<file path="config.mk">
export PLATFORM = sky130hd
export DESIGN_NAME = fifo_wr_arbiter
export DESIGN_NICKNAME = d
export VERILOG_FILES = /design/src/rtl/fifo_wr_arbiter.sv
export SDC_FILE = /design/constraint.sdc
export NUM_CORES = 1
export LEC_CHECK = 0
export ABC_CLOCK_PERIOD_IN_PS = 6400
export BUFFER_PORTS_ARGS = -buffer_cell sky130_fd_sc_hd__buf_2
export CAP_MARGIN = 15
export CORE_ASPECT_RATIO = 2
export CORE_MARGIN = 2
export CORE_UTILIZATION = 41
export DETAILED_ROUTE_END_ITERATION = 6
export GPL_TIMING_DRIVEN = 0
export HOLD_SLACK_MARGIN = 0.15
export PLACE_DENSITY = 0.72
export REMOVE_ABC_BUFFERS = 1
export SYNTH_ARGS = -nofsm -noshare
export SYNTH_HDL_FRONTEND = slang
export SYNTH_SLANG_ARGS = --single-unit
</file>
<file path="constraint.sdc">
create_clock -name clk -period 6.4 [get_ports clk]
set_clock_uncertainty 0.2 [all_clocks]
set_input_delay 0 -clock clk [delete_from_list [all_inputs] [get_ports clk]]
set_output_delay 0 -clock clk [all_outputs]
set_load 0.005 [all_outputs]
</file>
<file path="src/rtl/fifo_wr_arbiter.sv">
// Write-side arbiter for an external 8-deep FIFO: round-robin write grants for three
// requesters, with reads taking priority, occupancy tracking and registered strobes.
module fifo_wr_arbiter (
   input  logic       clk,
   input  logic       rst_n,
   input  logic [2:0] req,
   input  logic [7:0] data0,
   input  logic [7:0] data1,
   input  logic [7:0] data2,
   input  logic       rd_req,
   output logic       fifo_wen,
   output logic       fifo_ren,
   output logic [7:0] fifo_din,
   output logic [2:0] gnt,
   output logic       rd_ack,
   output logic       rd_valid,
   output logic       rd_err,
   output logic [3:0] count,
   output logic       full,
   output logic       empty
);

   localparam logic [3:0] DEPTH = 4'd8;

   logic [1:0] last;
   logic [1:0] next1;
   logic [1:0] next2;
   logic [1:0] winner;
   logic [7:0] win_data;
   logic       read_go;
   logic       write_go;

   always_comb begin
      // NOTE: every signal gets a default first, so no path through this block infers a latch.
      next1    = (last == 2'd2) ? 2'd0 : last + 2'd1;
      next2    = (next1 == 2'd2) ? 2'd0 : next1 + 2'd1;
      winner   = last;
      win_data = data0;

      // Later assignments win, so the nearest index after last has top priority.
      if (req[next2]) winner = next2;
      if (req[next1]) winner = next1;

      case (winner)
         2'd1:    win_data = data1;
         2'd2:    win_data = data2;
         default: win_data = data0;
      endcase

      read_go  = rd_req && (count != 4'd0);
      write_go = !read_go && (req != 3'b000) && (count != DEPTH);
   end

   always_ff @(posedge clk) begin
      if (!rst_n) begin
         fifo_wen <= 1'b0;
         fifo_ren <= 1'b0;
         fifo_din <= 8'h00;
         gnt      <= 3'b000;
         rd_ack   <= 1'b0;
         rd_valid <= 1'b0;
         rd_err   <= 1'b0;
         count    <= 4'd0;
         last     <= 2'd2;
      end else begin
         // NOTE: non-blocking assignments keep every register sampling pre-edge values.
         fifo_wen <= write_go;
         fifo_ren <= read_go;
         rd_ack   <= read_go;
         rd_err   <= rd_req && (count == 4'd0);
         rd_valid <= fifo_ren;
         gnt      <= 3'b000;

         if (write_go) begin
            gnt      <= 3'b001 << winner;
            fifo_din <= win_data;
            last     <= winner;
            count    <= count + 4'd1;
         end else if (read_go) begin
            count    <= count - 4'd1;
         end
      end
   end

   assign full  = (count == DEPTH);
   assign empty = (count == 4'd0);

endmodule

</file>
## Yosys cells after proc, flatten, opt, wreduce, memory -nomap -nowiden

Index checks and enable logic that the tools add are counted.

- Word-level logic and storage cells: 42
- Bits of input ports: 30
- Register bits: 21
- Output and inout bits: 22

- Shifts and indexed selects: 1
- Add/subtract/negate cells: 4
- Muxes and demuxes: 11
- Reductions and logical operators: 10
- Order comparisons: 2
- Equality and inequality tests: 6

Operator list:

| cell | count |
|---|---|
| $pmux 8 s2 | 1 |
| $mux 2 | 4 |
| $mux 4 | 2 |
| $eq 2x2->1 const B | 3 |
| $lt 2x3->1 const B | 2 |
| $add 2x1->2 const B | 2 |
| $add 4x1->4 const B | 1 |
| $bmux 1 s2 | 2 |
| $eq 4x4->1 const B | 1 |
| $logic_and 1x1->1 | 4 |
| $logic_not 4->1 | 1 |
| $ne 4x4->1 const B | 1 |
| $reduce_bool 4->1 | 1 |
| $sub 4x1->4 const B | 1 |
| $reduce_bool 3->1 | 1 |
| $shl 1x2->3 const A | 1 |
| $eq 2x1->1 const B | 1 |
| $mux 1 | 2 |
| $reduce_and 2->1 | 1 |
| $reduce_bool 2->1 | 1 |
| $logic_not 1->1 | 1 |

## Depth between registers and ports, before layout

Gate-level depths: netlist (run 1).

- Depth after elaboration: 10
- Depth in mapped cells: 9
- Gate-level depth less buffers: 8

## Worst setup path after synthesis (run 1)

OpenSTA, ideal clock, no wires.

- Kind: reg-to-reg
- From: register count[0]
- To: register count[3]
- Stages on the path, launching flop included: 10
- Buffers on the path: 1
- Clock period less this slack: 2.775 ns
- Slack: 3.625 ns
- Data arrival time: 2.469 ns
- Cell sequence: dfxtp_1 o41a_1 nor3_4 buf_6 inv_1 ha_1 a21o_1 a2111oi_0 a31oi_1 o311ai_0

- Cells in the longest elaborated chain, start to end: 6

Ends and longest elaborated chain:

| item | line | text |
|---|---|---|
| from (decl) | 18 | `output logic [3:0] count,` |
| from (signal assigned) | 78 | `count <= count + 4'd1;` |
| from (signal assigned) | 80 | `count <= count - 4'd1;` |
| branches (longest 6 deep; another with $sub 4x1->4) | - |  |

Parallel ways; which one is timed is not known. The select of a mux whose other input is x is not followed.
A chain may end at the register's enable or synchronous reset.

## Final worst setup path (run 1)

Ends and elaborated chain as after synthesis.

==> results of run 1 <==
## report_power, final
group          leakage [uW]  total, uW  internal [uW]  switching [uW]
Sequential         0.000173        191            163            28.0
Clock             0.0000228       83.3           44.2            39.0
Combinational      0.000624        281            150             131
Total              0.000820        555            357             198
## through the flow
step                std cells  area (sq um)
CTS                       218          1637
global route              218          1637
finish                    218          1637
detailed placement        189          1341
global placement          189          1341
floorplan                 110          1051
## metal layers
metal | track usage | vias to the layer above
li1 | - | 560
met1 | 0.1704 | 495
met2 | 0.3683 | 43
met4 | 0.08000 | 0
met5 | 0 | -
met3 | 0.01156 | 6
## layout by cell type (no fill, tap or decap), drive strengths merged, types with 2 or more instances in the layout
master / n
mux2i: 10
dlygate4sd3: 25
nand2: 10
dfxtp: 21
a22oi: 8
inv: 4
and2: 4
ha: 4
nor2: 4
nor2b: 12
and3: 2
a31oi: 2
o21ai: 8
buf: 51
nor3: 2
clkbuf: 4
nand2b: 2
## worst max-delay path by stage
| stage | startpoint | end | slack, ns | cells after the start |
|---|---|---|---|---|
| 2_1_floorplan | count[0]$_SDFFE_PN0P_ | count[3]$_SDFFE_PN0P_ | 3.49 | 8 |
| 3_3_place_gp | count[0]$_SDFFE_PN0P_ | count[3]$_SDFFE_PN0P_ | 3.18 | 8 |
| 3_5_place_dp | count[0]$_SDFFE_PN0P_ | count[3]$_SDFFE_PN0P_ | 3.06 | 8 |
| 4_1_cts | count[0]$_SDFFE_PN0P_ | count[3]$_SDFFE_PN0P_ | 3.04 | 8 |
| 5_1_grt | count[0]$_SDFFE_PN0P_ | count[3]$_SDFFE_PN0P_ | 2.81 | 8 |
| 6_report | count[0]$_SDFFE_PN0P_ | count[3]$_SDFFE_PN0P_ | 2.98 | 8 |
## repair_timing
item | 4_1_cts | 5_1_grt
hold buffers | 25 | 0
gates resized for setup | 0 | 0
endpoints found under the hold margin | 21 | 0
## flip-flops by register name (all words and copies together) (netlist names)
signal and flops:
rd_valid 1, last 2, fifo_wen 1, fifo_din 8, rd_ack 1, count 4, rd_err 1, gnt 3
## area by class of cell
cell class / instances / area, sq um / share of cell area
multi-input combinational: 85 / 615.6 / 0.3761
timing repair buffer: 76 / 505.5 / 0.3089
sequential: 21 / 420.4 / 0.2569
clock buffer: 4 / 45.04 / 0.02752
tap: 28 / 35.03 / 0.02141
inverter: 4 / 15.01 / 0.009174
## logic make-up after synthesis
family,Yosys count
and+or+nand+nor,41
AOI/OAI and AO/OA,27
DFF,21
buffers and inverters,11
muxes,10
adders and majority gates,5
xor gates and xnor gates,2
==> results_dict.tcl, run 1 <==
set metrics [dict create \
    outcome "finished, final reports clean" \
    rr_startpoint "count[0]$_SDFFE_PN0P_" \
    post-place-ws_ns 3.063 \
    drc 0 \
    synth_top_family_by_area "simple AND/OR/NAND/NOR gates" \
    post_cts_buffers 0 \
    drt_wl_total_mm 2.847 \
    yosys_warnings 0 \
    hold_viol 0 \
    synth_common_cells "dfxtp_1 (21), nor2b_1 (12), mux2i_1 (10), nand2_1 (10)" \
    port_buffers 51 \
    ant_nets 0 \
    cts_tree "yes" \
    antenna_found_initial 0 \
    cts_buffer_depth 2 \
    viasPerCell 5.064 \
    wl_per_cell_um 13.06 \
    r2r_slack_ns 2.98 \
    grt_start_max_net_pins 21 \
    slowest_stage "nor3_4" \
    synth_seq_area_share 0.3862 \
    period_needed_ns 3.418 \
    finalSetupViolations 0 \
    path_cells "o41a_1 > nor3_4 > inv_1 > ha_1 > a21o_1 > a2111oi_0 > a31oi_1 > o311ai_0" \
    whs_endpoint "rd_valid$_SDFF_PN0_" \
    syn_avg_cell_area_sq_um 9.304 \
    worst_hold_path_type "reg -> reg" \
    drt-met1-wl_mm 1.049 \
    relSlewSlack 0.4565 \
    wl_met3_um 181 \
    start_util 0.4290 \
    synth-adder-area-share 0.06437 \
    min_from "rd_ack$_SDFF_PN0_" \
    start_kind "flip-flop" \
    drive_gt1_frac 0.2947 \
    fin_tns_setup_ns 0 \
    final_max_slew_viol_count 0 \
    synth_simple_gate_area_share 0.2207 \
    rsz0062_at_grt "no" \
    die_y_um 76.87 \
    hold_path_depth 1 \
    synthXorXnorAreaFrac 0.01609 \
    dr.pass1.iters 4 \
    yosys-mux-area-fraction 0.09195 \
    nNetsFinal 226 \
    hpwl_mm 1.932 \
    power_density_nw_per_um2 339.3 \
    slowest_delay_ns 0.73 \
    rows 26 \
    grt_overflow_total 0 \
    synthFlopType "dfxtp_1" \
    cts-root-buf "clkbuf_8" \
    r2r_end "count[3]$_SDFFE_PN0P_" \
    synth_top_area_frac 0.3862 \
    post-route-util 0.6450 \
    async_reset_ff_frac 0 \
    cp.required_ns 6.34 \
    power.total_uw 555.3 \
    clock-sinks 21 \
    grt_usage 0.1892 \
    diodes 0 \
    clk_latency_ns 0.25 \
    cap_violations 0 \
    critPathKind "reg -> reg" \
    syn-cell-area_sq_um 1089 \
    fin_crit_sh 0.5341 \
    top_layer_used "met4" \
    yosysMostFrequentCell "dfxtp_1" \
    layout_setup_ws_ns 2.982 \
    crit_arrival_ns 3.36 \
    crit_family "compound AO/OA/AOI/OAI gates" \
    p_leak_uw 0.0008202 \
    routed-wl-met2_mm 1.578 \
    fillers 220 \
    hold_ws_ns 0.2779 \
    r2r_cells 8 \
    yosysTopAreaCell "dfxtp_1" \
    cp-end-kind "flip-flop" \
    die-area_sq_um 3108 \
    htree_num_levels 1 \
    core-area_sq_um 2537 \
    clk_pin_slew_ns 0.07 \
    pin_count 52 \
    drtIter0Drc 21 \
    synth-seq-cells 21 \
    critPathMaxFanout 16 \
    routabilityCongestion 0.8219 \
    synth-edff-count 0 \
    numCtsBuffers 3 \
    ir_drop_uv 212.9 \
    tightest_slew_ns 0.8126 \
    grt_pass1_wl_mm 4.298 \
    ys_types 35 \
    synth_area_leaders "dfxtp_1 (39%), mux2i_1 (9.2%), nor2b_1 (6.9%), a22oi_1 (5.5%), ha_1 (4.6%)" \
    area_growth_pct 50.34 \
    synthCells 117 \
    die_w_um 40.44 \
    vias 1104 \
    synth_compound_area_frac 0.1724 \
    critPathBufInv 1 \
    fmax_mhz 292.5 \
    grt_pass1_vias 1099 \
]
Note: power is estimated with default switching activity, not from simulation.
==> run 2, diff against run 1 <==
ABC_CLOCK_PERIOD_IN_PS = 2900   (was 6400)
PLACE_DENSITY = 0.75   (was 0.72)
clock period = 2.9 ns   (was 6.4 ns; I/O delays follow)
==> run 2 against run 1 <==
Register-to-register slack got worse by 2.8 ns. Setup slack got worse by 2.8 ns. Global-route usage fell by 0.46 points. Routed wire length fell by 5.8%. Die area did not move. Clock-buffer cell count did not move. Via count rose by 1.5%. Critical path depth did not move. Hold slack improved by 0.012 ns. Largest cell class unchanged. Largest power group unchanged.
==> results_dict.tcl, run 2 (synthesis results as in run 1) <==
set metrics [dict create \
    outcome "finished, final reports clean" \
    core-area_sq_um 2537 \
    grt_pass1_wl_mm 4.202 \
    hold_viol 0 \
    clockPowerShare 0.150 \
    ir_drop_uv 578.6 \
    worst_hold_path_type "reg -> reg" \
    grt_pass1_vias 1112 \
    finalSetupViolations 0 \
    largest_reg_flops 8 \
    crit_path_end "fifo_din[3]$_SDFFE_PN0P_" \
    rsz0062_at_grt "no" \
    reg.largest.list "fifo_din (8), count (4), gnt (3)" \
    cp.required_ns 2.85 \
    pwr-share-comb 0.501 \
    final_max_slew_viol_count 0 \
    power_density_nw_per_um2 739.0 \
    die_y_um 76.87 \
    drc 0 \
    clock-sinks 21 \
    relSlewSlack 0.6740 \
    slowest_stage "dlygate4sd3_1" \
    diodes 0 \
    htree_num_levels 1 \
    clk_latency_ns 0.25 \
    grt_start_max_net_pins 21 \
    area_growth_pct 50.80 \
    start_kind "flip-flop" \
    grt_overflow_total 0 \
    period_needed_ns 2.687 \
    viasPerCell 5.142 \
    tightest_slew_ns 0.4877 \
    die-area_sq_um 3108 \
    fmax_mhz 372.2 \
    die_w_um 40.44 \
    hpwl_mm 1.884 \
    antenna_found_initial 0 \
    port_buffers 51 \
    numCtsBuffers 3 \
    nNetsFinal 226 \
    final_common_cell "buf_2" \
    hold_ws_ns 0.2896 \
    pin_count 52 \
    top_register "fifo_din" \
    grt_usage 0.1846 \
    dr.pass1.iters 4 \
    rr_startpoint "last[0]$_SDFFE_PN0P_" \
    ant_nets 0 \
    pwr-share-seq 0.349 \
    drt_wl_total_mm 2.681 \
    vias 1121 \
    fin_crit_sh 0.9266 \
    worstSetupStartpoint "last[0]$_SDFFE_PN0P_" \
    drtIter0Drc 21 \
    cp-end-kind "flip-flop" \
    power.total_uw 1213 \
    r2r_slack_ns 0.21 \
    cap_violations 0 \
    path_cells "nand2b_1 > a31oi_1 > inv_1 > ha_1 > o21ai_0 > dlygate4sd3_1 > mux2i_1 > nor2b_1" \
    power.switching_uw 428.9 \
    r2r_cells 8 \
    layout.cells.non_filler 218 \
    r2r_end "fifo_din[3]$_SDFFE_PN0P_" \
    sw_frac_of_total 0.3536 \
    cts_buffer_depth 2 \
    wl_per_cell_um 12.30 \
    critPathKind "reg -> reg" \
    final_cell_mix "buf_2 (51), dlygate4sd3_1 (24), dfxtp_1 (21)" \
    p_leak_uw 0.0008248 \
    cts_tree "yes" \
    dp.cells 189 \
    cts-root-buf "clkbuf_8" \
    start_util 0.4290 \
    slowest_delay_ns 0.58 \
    crit_arrival_ns 2.63 \
    critPathMaxFanout 16 \
    clk_pin_slew_ns 0.07 \
    routabilityCongestion 0.7189 \
    intPower_uw 784.2 \
    drive_gt1_frac 0.3053 \
    rows 26 \
]
[run 2: worst min-delay path by stage]
stage | from | depth (start not counted) | endpoint
floorplan | rst_n | 1 | last[1]$_SDFFE_PN1P_
global placement | rd_req | 2 | rd_err$_SDFF_PN0_
detailed placement | rd_req | 2 | rd_err$_SDFF_PN0_
CTS | rd_ack$_SDFF_PN0_ | 1 | rd_valid$_SDFF_PN0_
global route | rd_ack$_SDFF_PN0_ | 1 | rd_valid$_SDFF_PN0_
finish | rd_ack$_SDFF_PN0_ | 1 | rd_valid$_SDFF_PN0_
[run 2: cell type report]
| cell class | instances | area [sq um] |
|---|---|---|
| clock buffers | 4 | 45.04 |
| fillers | 217 | 895.9 |
| inverters | 4 | 15.01 |
| multi-input cells | 85 | 623.1 |
| flip-flops and latches | 21 | 420.4 |
| well taps | 28 | 35.03 |
| repair buffers | 76 | 503.0 |
[run 2: repair_timing]
action | 4_1_cts | 5_1_grt
hold buffers | 24 | 0
hold endpoints to repair | 21 | 0
gates cloned | 0 | 0
setup buffers | 1 | 0
setup endpoints to repair | 2 | 8
resized for setup | 0 | 1
pin swaps | 1 | 0
[run 2: power by group through the flow]
stage	clock network [uW]	logic, uW	registers, uW
finish	182	607	424
global route	205	680	435
CTS	189	606	422
global placement	0	504	425
detailed placement	0	518	428
floorplan	0	349	428
[run 2: critical path: cells and delay by family, from the launching register on]
family | cells | cell delay [ns]
multiplexers | 1 | 0.15
AO/OA/AOI/OAI | 2 | 0.44
buffers and inverters | 2 | 0.68
adder cells (fa/ha/maj) | 1 | 0.55
AND/OR/NAND/NOR | 2 | 0.21
flip-flops | 1 | 0.35
[run 2: metal layers]
layer	vias up	routed length, um	share of wire	track usage
met1	524	1028	0.38	0.1639
li1	559	-	-	-
met2	36	1476	0.55	0.3508
met4	0	18	0.0067	0.07333
met3	2	159	0.059	0.03468
met5	-	0	0	0
[run 2: through the flow]
| step | util | TNS, ns | cell area [sq um] | setup WS, ns |
|---|---|---|---|---|
| after global placement | 0.5286 | -0.3584 | 1341 | -0.3110 |
| after detailed placement | 0.5286 | -0.4057 | 1341 | -0.3181 |
| final | 0.6469 | 0 | 1642 | 0.2129 |
| after CTS | 0.6440 | 0 | 1634 | 0.06891 |
| after floorplan | - | -0.01414 | 1051 | -0.01414 |
| after global routing | 0.6469 | 0 | 1642 | 0.01787 |
